## src/rtl/wb_mem_port_arbiter.sv

```systemverilog
// wb_mem_port_arbiter
//   Two-master Wishbone B4 classic arbiter. It shares one single-port slave
//   between the CPU instruction bus (m0) and the CPU data bus (m1).
//   Contention is resolved round-robin. A grant lasts until the owning
//   master drops cyc, so block and burst cycles are never split.
//   A watchdog aborts a strobe that stays unanswered for TMO_CYC cycles.
//   The abort returns err to the master and pulses tmo_irq_o.
//
// Ports
//   clk, rst         system clock; synchronous active-high reset
//   m0_* / m1_*      Wishbone slave-side ports for the instr / data master
//   s_*              Wishbone master-side port toward the shared memory
//   gnt_o            one-hot registered grant (01 = m0, 10 = m1, 00 = none)
//   tmo_irq_o        one-cycle pulse on every watchdog abort
module wb_mem_port_arbiter #(
   parameter int unsigned AW      = 32,
   parameter int unsigned DW      = 32,
   parameter int unsigned TMO_CYC = 255
) (
   input  logic            clk,
   input  logic            rst,

   input  logic [AW-1:0]   m0_adr_i,
   input  logic [DW-1:0]   m0_dat_i,
   output logic [DW-1:0]   m0_dat_o,
   input  logic            m0_we_i,
   input  logic [DW/8-1:0] m0_sel_i,
   input  logic            m0_cyc_i,
   input  logic            m0_stb_i,
   output logic            m0_ack_o,
   output logic            m0_err_o,

   input  logic [AW-1:0]   m1_adr_i,
   input  logic [DW-1:0]   m1_dat_i,
   output logic [DW-1:0]   m1_dat_o,
   input  logic            m1_we_i,
   input  logic [DW/8-1:0] m1_sel_i,
   input  logic            m1_cyc_i,
   input  logic            m1_stb_i,
   output logic            m1_ack_o,
   output logic            m1_err_o,

   output logic [AW-1:0]   s_adr_o,
   output logic [DW-1:0]   s_dat_o,
   input  logic [DW-1:0]   s_dat_i,
   output logic            s_we_o,
   output logic [DW/8-1:0] s_sel_o,
   output logic            s_cyc_o,
   output logic            s_stb_o,
   input  logic            s_ack_i,
   input  logic            s_err_i,

   output logic [1:0]      gnt_o,
   output logic            tmo_irq_o
);

   typedef enum logic [1:0] {StIdle, StG0, StG1, StAbort} state_e;

   // Counter value seen in the TMO_CYC-th unanswered strobe cycle.
   localparam logic [15:0] TmoLast = 16'(TMO_CYC - 1);

   state_e      state_q;
   logic [1:0]  gnt_q;
   logic        last_gnt_q;   // 0 = m0 owned the bus last, 1 = m1
   logic [15:0] tmo_cnt_q;
   logic        tmo_irq_q;

   logic g0, g1;
   logic resp;
   logic tmo_hit;

   assign g0   = (state_q == StG0);
   assign g1   = (state_q == StG1);
   assign resp = s_ack_i | s_err_i;

   // Slave-side mux: everything is zero unless a master holds the grant.
   always_comb begin
      s_adr_o = '0;
      s_dat_o = '0;
      s_we_o  = 1'b0;
      s_sel_o = '0;
      s_cyc_o = 1'b0;
      s_stb_o = 1'b0;
      if (g0) begin
         s_adr_o = m0_adr_i;
         s_dat_o = m0_dat_i;
         s_we_o  = m0_we_i;
         s_sel_o = m0_sel_i;
         s_cyc_o = m0_cyc_i;
         s_stb_o = m0_stb_i;
      end else if (g1) begin
         s_adr_o = m1_adr_i;
         s_dat_o = m1_dat_i;
         s_we_o  = m1_we_i;
         s_sel_o = m1_sel_i;
         s_cyc_o = m1_cyc_i;
         s_stb_o = m1_stb_i;
      end
   end

   // A response arriving in the last allowed cycle beats the watchdog.
   assign tmo_hit = (g0 | g1) & s_cyc_o & s_stb_o & ~resp & (tmo_cnt_q == TmoLast);

   assign m0_ack_o  = g0 & s_ack_i;
   assign m1_ack_o  = g1 & s_ack_i;
   assign m0_err_o  = g0 & (s_err_i | tmo_hit);
   assign m1_err_o  = g1 & (s_err_i | tmo_hit);
   assign m0_dat_o  = g0 ? s_dat_i : '0;
   assign m1_dat_o  = g1 ? s_dat_i : '0;
   assign gnt_o     = gnt_q;
   assign tmo_irq_o = tmo_irq_q;

   always_ff @(posedge clk) begin
      if (rst) begin
         state_q    <= StIdle;
         gnt_q      <= 2'b00;
         last_gnt_q <= 1'b1;
         tmo_cnt_q  <= '0;
         tmo_irq_q  <= 1'b0;
      end else begin
         tmo_irq_q <= 1'b0;
         unique case (state_q)
            StIdle: begin
               tmo_cnt_q <= '0;
               if (m0_cyc_i && (!m1_cyc_i || last_gnt_q)) begin
                  state_q <= StG0;
                  gnt_q   <= 2'b01;
               end else if (m1_cyc_i) begin
                  state_q <= StG1;
                  gnt_q   <= 2'b10;
               end
            end
            StG0, StG1: begin
               if (!s_cyc_o) begin
                  // Owner released the bus, possibly mid-transfer.
                  state_q    <= StIdle;
                  gnt_q      <= 2'b00;
                  last_gnt_q <= g1;
                  tmo_cnt_q  <= '0;
               end else if (resp) begin
                  tmo_cnt_q <= '0;
               end else if (tmo_hit) begin
                  state_q    <= StAbort;
                  gnt_q      <= 2'b00;
                  last_gnt_q <= g1;
                  tmo_cnt_q  <= '0;
                  tmo_irq_q  <= 1'b1;
               end else if (s_stb_o && (tmo_cnt_q != 16'hFFFF)) begin
                  tmo_cnt_q <= tmo_cnt_q + 16'd1;
               end
            end
            StAbort: begin
               state_q   <= StIdle;
               tmo_cnt_q <= '0;
            end
            default: begin
               state_q <= StIdle;
               gnt_q   <= 2'b00;
            end
         endcase
      end
   end

endmodule
```

## config.mk

```make
export PLATFORM = sky130hd
export DESIGN_NAME = wb_mem_port_arbiter
export DESIGN_NICKNAME = d
export VERILOG_FILES = /design/src/rtl/wb_mem_port_arbiter.sv
export SDC_FILE = /design/constraint.sdc
export NUM_CORES = 1
export LEC_CHECK = 0
export ABC_CLOCK_PERIOD_IN_PS = 3700
export CELL_PAD_IN_SITES_DETAIL_PLACEMENT = 0
export CELL_PAD_IN_SITES_GLOBAL_PLACEMENT = 2
export CORE_MARGIN = 2
export CORE_UTILIZATION = 12
export CTS_BUF_LIST = sky130_fd_sc_hd__clkbuf_8
export CTS_CLUSTER_DIAMETER = 40
export DETAILED_ROUTE_END_ITERATION = 6
export PLACE_DENSITY = 0.95
export SYNTH_ARGS = -nofsm -noshare
export SYNTH_HDL_FRONTEND = slang
export SYNTH_SLANG_ARGS = --single-unit
```

## constraint.sdc

```tcl
create_clock -name clk -period 3.7 [get_ports clk]
set_clock_uncertainty 0.2 [all_clocks]
set_input_delay 0.555 -clock clk [delete_from_list [all_inputs] [get_ports clk]]
set_output_delay 0.555 -clock clk [all_outputs]
set_load 0.03 [all_outputs]
```

## After elaboration in Yosys (flattened, before gate mapping)

Index checks and enable logic that the tools add are counted.
Widths: inputs -> output; s select.

- $add $sub $neg: 1
- Multipliers: 0
- Div/mod/pow operators: 0
- Magnitude comparators: 0
- Equal/unequal tests: 11
- Shift operators: 0
- Multiplexer cells: 33
- Bitwise operators: 14
- Reductions and logical operators: 12

Operators with widths:

| cell | number |
|---|---|
| $mux 32 | 6 |
| $mux 16 | 4 |
| $pmux 16 s2 | 1 |
| $add 16x1->16 const B | 1 |
| $eq 16x8->1 const B | 1 |
| $mux 2 | 8 |
| $ne 16x16->1 const B | 1 |
| $mux 1 | 10 |
| $ne 3x3->1 const B | 3 |
| $and 1x1->1 | 8 |
| $mux 4 | 2 |
| $pmux 2 s3 | 1 |
| $reduce_and 3->1 | 2 |
| $ne 5x5->1 const B | 1 |
| $eq 2x2->1 const B | 2 |
| $pmux 2 s2 | 1 |
| $reduce_and 4->1 | 1 |
| $reduce_or 2->1 | 2 |
| $reduce_or 4->1 | 1 |
| $not 1->1 | 3 |
| $or 1x1->1 | 3 |
| $eq 2x1->1 const B | 1 |
| $logic_and 1x1->1 | 2 |
| $logic_not 2->1 | 1 |
| other kinds (5) | 5 |

- Register bits: 22
- Latch bits: 0
- Bits in writable memories: 0
- Memory bits (read-only): 0
- Output and inout bits: 142
- Word-level logic and storage cells: 76
- Memories kept: 0

## Depth between registers and ports, before layout

Gate-level depths: netlist of run 1.

- Depth in word-level cells: 11
- Depth in mapped cells: 11
- Mapped depth without buffers: 8

## Worst setup path after synthesis of run 1

OpenSTA, ideal clock, no wires.

- Kind: register to output
- From: register state_q[1]
- To: output m0_err_o
- Arrival time: 1.849 ns
- Required time: 2.945 ns
- Setup slack: 1.096 ns
- Stages on the path, launching flop included: 9
- Cells stage by stage: dfxtp_1 -> inv_1 -> ha_1 -> buf_2 -> nand3b_1 -> and2_4 -> nor3_4 -> a21oi_1 -> nor2b_1

- Longest elaborated chain between the ends: 9

RTL lines:

| what | line | RTL |
|---|---|---|
| from (decl) | 62 | `state_e state_q;` |
| from (signal assigned) | 115 | `state_q <= StIdle;` |
| from (signal assigned) | 126 | `state_q <= StG0;` |
| from (signal assigned) | 129 | `state_q <= StG1;` |
| $eq 2x2->1 | 73 | `assign g1 = (state_q == StG1);` |
| $mux 1 | 91 | `end else if (g1) begin` |
| $mux 1 | 84 | `if (g0) begin` |
| $and 1x1->1 (4 in a row) | 102 | `assign tmo_hit = (g0 \| g1) & s_cyc_o & s_stb_o & ~resp & (tmo_cnt_q == TmoLast);` |
| $or 1x1->1 | 106 | `assign m0_err_o = g0 & (s_err_i \| tmo_hit);` |
| $and 1x1->1 * | 106 |  |
| to (decl) | 31 | `output logic m0_err_o,` |

Every way passes the cells marked *; elsewhere a longest branch is shown, timed or not.

## Worst setup path after layout of run 1

- From: register state_q[1]
- To: output s_dat_o[17]

- Longest elaborated chain between the ends: 3

RTL lines:

| what | line | RTL |
|---|---|---|
| $eq 2x2->1 | 73 |  |
| $mux 32 | 91 |  |
| $mux 32 * | 84 |  |
| to (decl) | 44 | `output logic [DW-1:0] s_dat_o,` |

Marks and branches as above.

==> results.toml, run 1 <==
[worst_setup_path]
critPathArrivalTime_ns = 2.46
critical_path_required_ns = 2.94
rrSetupSlack_ns = 0.87
worstSetupPathType = "reg2out"
cp_max_fo = 42
cp-end-kind = "output port"
startpoint_type = "register"

[routing]
drt_pass1_iterations = 4
drc = 0
wl_per_cell_um = 16.97
vias = 3508
routed_wl_mm = 14.97
ant_nets = 0
detail_route.vias_per_cell = 3.977
drtIter0Drc = 140

[yosys]
synth_xor_area_share_pct = 2.146
synth-simple-area-share_pct = 34.59
synth_top_area_share_pct = 25.40
ys_async_sr_fraction_pct = 0
syn-num-nets = 496
synth_edf_count = 0
ys_ff_latch = 22
synth.distinct_cells = 53
syn_avg_cell_area_um2 = 7.823
netlist_top_cells_area = "a22o_1 (25%), dfxtp_1 (18%), and2_1 (18%)"
synth_area_um2 = 2449
synth_top_family_by_area = "compound AO/OA/AOI/OAI gates"
synth_compound_area_share_pct = 35.87
synth_fa_ha_area_share_pct = 2.555
synth_mux_area_share_pct = 0.4599
synthCells = 313
synth_area_leader_cell = "a22o_1"
ys.flop_type = "dfxtp_1"
yosysSeqAreaShare_pct = 17.99
yosys_warnings = 0

[sta]
fmax_ghz = 0.3109
hold_violations = 0
setup_viol = 0
worst_pin_slew_ns = 0.6341
rsz0062_at_grt = "false"
drv_slew = 0
fin_tns_setup_ns = 0
whs_ns = 0.3108
slew_headroom_pct = 57.73
fin_crit_ns = 3.217
setup_slack_ns = 0.4832
period_share_pct = 86.94

[place]
port_buffers = 319
dp_hpwl_mm = 12.80
place_congestion = 0.8524
place_ws_ns = 0.7693

[clocking]
holdBufCountCts = 0
cts_resized = 0
clock_latency_ns = 0.26
post_cts_buffers = 0
numClockSinks = 22
cts_htree_levels = 1
clockRootBuffer = "clkbuf_8"
cts_inserted_buffers = 3
clkTransAtPathRegs_ns = 0.08
ctsLongestPathBuffers = 2
tritoncts = "built"

[floorplan]
ioPinCount = 320
die_w_um = 146.8
start_util_pct = 12.18
die_area_um2 = 21560
fp.coreArea_um2 = 20100
rows = 52
die_y_um = 146.8

[global_routing]
grt_max_degree = 43
grt_pass1_wl_mm = 22.05
grt_overflow = 0
grt.total_usage_pct = 13.14
antenna_found_initial = 0
grt_pass1_vias = 3481

[finish]
num_antenna_cells = 0
syn_to_final_growth_pct = 150.2
drive_gt1_share_pct = 15.52
final_common_cell = "clkdlybuf4s50_1"
nNetsFinal = 797
layout_common_cells = "clkdlybuf4s50_1 (250), a22o_1 (71), and2_1 (70)"

[hold_path]
hold_class = "reg2reg"

[status]
status = "finished clean"

[pwr]
p_sw_mw = 1.811
power_density_nw_per_um2 = 575.7
combPwrFrac_pct = 87.9
swShare_pct = 51.35
peakVddDrop_mv = 0.2902
p_seq_share_pct = 7.8
p_clk_share_pct = 4.3
internal_power_mw = 1.716
p_leak_nw = 2.345

[run]
maxCapViolCount = 0
## routing by layer
| layer | routed length [um] | share of wire (%) | track usage, % | up-vias |
|---|---|---|---|---|
| met5 | 0 | 0 | 0 | - |
| met4 | 39 | 0.26 | 1.068 | 0 |
| met3 | 822 | 5.5 | 2.484 | 4 |
| met2 | 7523 | 50 | 23.05 | 130 |
| met1 | 6584 | 44 | 17.42 | 1615 |
| li1 | - | - | - | 1759 |
## critical path, stage by stage, from the launching register on
cell and delay (ns):
dfxtp_1 0.32, inv_1 0.12, ha_4 0.42, buf_4 0.45
a22o_1 0.21, clkdlybuf4s50_1 0.66
## cell type report
cell class / count / area, um^2
well taps: 270 / 337.8
clock buffers: 3 / 41.29
fillers: 2133 / 13980
inverters: 7 / 26.28
flip-flops and latches: 22 / 440.4
multi-input cells: 256 / 1872
repair buffers: 324 / 3408
## cells by family (layout without fill, tap and decap cells)
| group | count (synthesis) | after routing |
|---|---|---|
| AO/OA/AOI/OAI | 102 | 102 |
| XOR/XNOR | 6 | 6 |
| adder cells (fa/ha/maj) | 5 | 5 |
| buffers and inverters | 35 | 334 |
| flip-flops | 22 | 22 |
| multiplexers | 1 | 1 |
| AND/OR/NAND/NOR | 142 | 142 |
## per-stage QoR
| step | utilization, % | total power [mW] | cell area [um^2] | cells |
|---|---|---|---|---|
| 6_report | 30.47 | 3.527 | 6126 | 882 |
| 5_1_grt | 30.47 | 3.683 | 6126 | 882 |
| 4_1_cts | 30.47 | 3.577 | 6126 | 882 |
| 3_5_place_dp | 30.27 | 3.415 | 6085 | 879 |
| 3_3_place_gp | 30.27 | 3.411 | 6085 | 879 |
| 2_1_floorplan | - | 1.883 | 2449 | 313 |
## registers in the layout, summed over array words and instances, names as in the netlist
register / cells
last_gnt_q: 1
tmo_irq_o: 1
state_q: 2
gnt_o: 2
tmo_cnt_q: 16
## power groups by stage
stage	clock, mW	sequential, mW	combinational [mW]
global placement	0	0.280	3.13
floorplan	0	0.292	1.59
detailed placement	0	0.281	3.13
finish	0.152	0.275	3.10
global route	0.170	0.279	3.24
CTS	0.160	0.276	3.14
## cell usage after synthesis (3+ instances only)
cell type,n
a22o_1,71
and2_1,70
dfxtp_1,22
clkbuf_1,21
nor2_1,17
nand2_1,13
a21oi_1,6
and3_1,6
inv_1,6
nor3_1,6
ha_1,5
a211oi_2,4
a31oi_1,4
nand3_1,4
nor2b_1,4
xor2_1,4
nand4_1,3
nor4_1,3
## worst paths after layout
path / startpoint / end / depth (start not counted)
hold / removal: gnt_o[0]$_SDFFE_PP0P_ / gnt_o[0]$_SDFFE_PP0P_ / 2
setup reg to reg: state_q[1]$_SDFFE_PP0P_ / state_q[1]$_SDFFE_PP0P_ / 8
setup / recovery: state_q[1]$_SDFFE_PP0P_ / s_dat_o[17] / 5
hold reg to reg: gnt_o[0]$_SDFFE_PP0P_ / gnt_o[0]$_SDFFE_PP0P_ / 2
(Power assumes the default switching activity.)
==> inputs of run 2 (changes only) <==
- CTS_BUF_LIST: sky130_fd_sc_hd__clkbuf_8 -> unset
==> run 2 against run 1 <==
- critical path depth unchanged
- non-clock buffer count unchanged
- wire length down 0.39%
- final area up 0.55%
- die area unchanged
- clock-buffer cell count unchanged
- sequential share of layout area about the same
- power up 2.1%
- utilization up 0.17 points
- via count down 0.14%
- clock power up 50%
- first-iteration DRC count unchanged
- largest cell class unchanged
- largest power group unchanged
==> results.toml, run 2 (synthesis gave the netlist of run 1 again) <==
[routing]
route.met2.wl_mm = 7.530
drt_pass1_iterations = 4
wl_met1_mm = 6.499
routed.top_layer = "met4"
wl_per_cell_um = 16.91
wl_met3_um = 842
vias = 3503
drtIter0Drc = 140
ant_nets = 0
drc = 0
detail_route.vias_per_cell = 3.972
routed_wl_mm = 14.91

[floorplan]
rows = 52
start_util_pct = 12.18
ioPinCount = 320
fp.coreArea_um2 = 20100
die_y_um = 146.8
die_area_um2 = 21560
die_w_um = 146.8

[worst_setup_path]
critPathArrivalTime_ns = 2.44
cp_max_fo = 42
worstReg2RegStart = "state_q[1]$_SDFFE_PP0P_"
critical_path_required_ns = 2.94
cp-end-kind = "output port"
startpoint_type = "register"
rrSetupSlack_ns = 0.88
reg2reg_to = "state_q[1]$_SDFFE_PP0P_"
r2r_cells = 8
worstSetupPathType = "reg2out"

[pwr]
swShare_pct = 50.39
power_density_nw_per_um2 = 584.6
p_clk_share_pct = 6.3
power_mw = 3.601
combPwrFrac_pct = 86.0
p_seq_share_pct = 7.7
p_leak_nw = 2.361
p_sw_mw = 1.815
peakVddDrop_mv = 0.2902
internal_power_mw = 1.786

[finish]
num_antenna_cells = 0
layout_common_cells = "clkdlybuf4s50_1 (250), a22o_1 (71), and2_1 (70)"
finalNonFillerCells = 882
largest_reg_flops = 16
syn_to_final_growth_pct = 151.6
final_cell_area_um2 = 6160
nNetsFinal = 797
drive_gt1_share_pct = 15.52
final_common_cell = "clkdlybuf4s50_1"
final_util_pct = 30.64
regMostFlops = "tmo_cnt_q"

[clocking]
numClockSinks = 22
post_cts_buffers = 0
ctsLongestPathBuffers = 2
cts_inserted_buffers = 3
tritoncts = "built"
cts_resized = 0
cts_htree_levels = 1
clock_latency_ns = 0.25
clockRootBuffer = "clkbuf_16"
clkTransAtPathRegs_ns = 0.06
holdBufCountCts = 0

[hold_path]
hold_depth = 2
hold_path.startpoint = "gnt_o[0]$_SDFFE_PP0P_"
holdPathEnd = "gnt_o[0]$_SDFFE_PP0P_"
hold_class = "reg2reg"

[place]
port_buffers = 319
place_congestion = 0.8524
place_ws_ns = 0.7693
dp.cells = 879
placed_area_um2 = 6085
dp_hpwl_mm = 12.80

[global_routing]
antenna_found_initial = 0
grt_max_degree = 43
grt_pass1_wl_mm = 22.04
grt_overflow = 0
grt_pass1_vias = 3481
grt.total_usage_pct = 13.14

[sta]
setup_viol = 0
fin_tns_setup_ns = 0
worst_pin_slew_ns = 0.6329
rsz0062_at_grt = "false"
whs_ns = 0.3074
hold_violations = 0
period_share_pct = 86.41
slew_headroom_pct = 57.81
drv_slew = 0
fmax_ghz = 0.3128
setup_slack_ns = 0.5027
fin_crit_ns = 3.197

[status]
status = "finished clean"

[run]
maxCapViolCount = 0
[run 2: metal layers]
layer  vias up  track usage [%]
met3         4            2.578
li1       1762                -
met1      1602            17.36
met2       135            23.08
met5         -                0
met4         0            1.068
[run 2: final cells by class]
class                      instances  area, um^2
multi-input combinational        256        1872
tap                              270       337.8
inverter                           7       26.28
sequential                        22       440.4
fill                            2133       13940
clock buffer                       3       75.07
timing repair buffer             324        3408
[run 2: how the worst max path moves through the flow]
stage                                        from          end  cells after the start
after detailed placement  state_q[1]$_SDFFE_PP0P_  s_dat_o[17]                      5
after CTS                 state_q[1]$_SDFFE_PP0P_  s_dat_o[17]                      5
after floorplan           state_q[1]$_SDFFE_PP0P_     m0_err_o                      8
after global routing      state_q[1]$_SDFFE_PP0P_  s_dat_o[17]                      5
after global placement    state_q[1]$_SDFFE_PP0P_  s_dat_o[17]                      5
final                     state_q[1]$_SDFFE_PP0P_  s_dat_o[17]                      5
[run 2: power by group through the flow]
stage | clock [mW] | combinational, mW | sequential [mW]
final | 0.228 | 3.10 | 0.276
after global routing | 0.245 | 3.23 | 0.279
after CTS | 0.237 | 3.14 | 0.276
after detailed placement | 0 | 3.13 | 0.281
after global placement | 0 | 3.13 | 0.280
after floorplan | 0 | 1.59 | 0.292
[run 2: critical path, stage by stage (launching register included)]
cell and delay (ns):
dfxtp_1 0.31, inv_1 0.12, ha_4 0.42, buf_4 0.45, a22o_1 0.21, clkdlybuf4s50_1 0.66
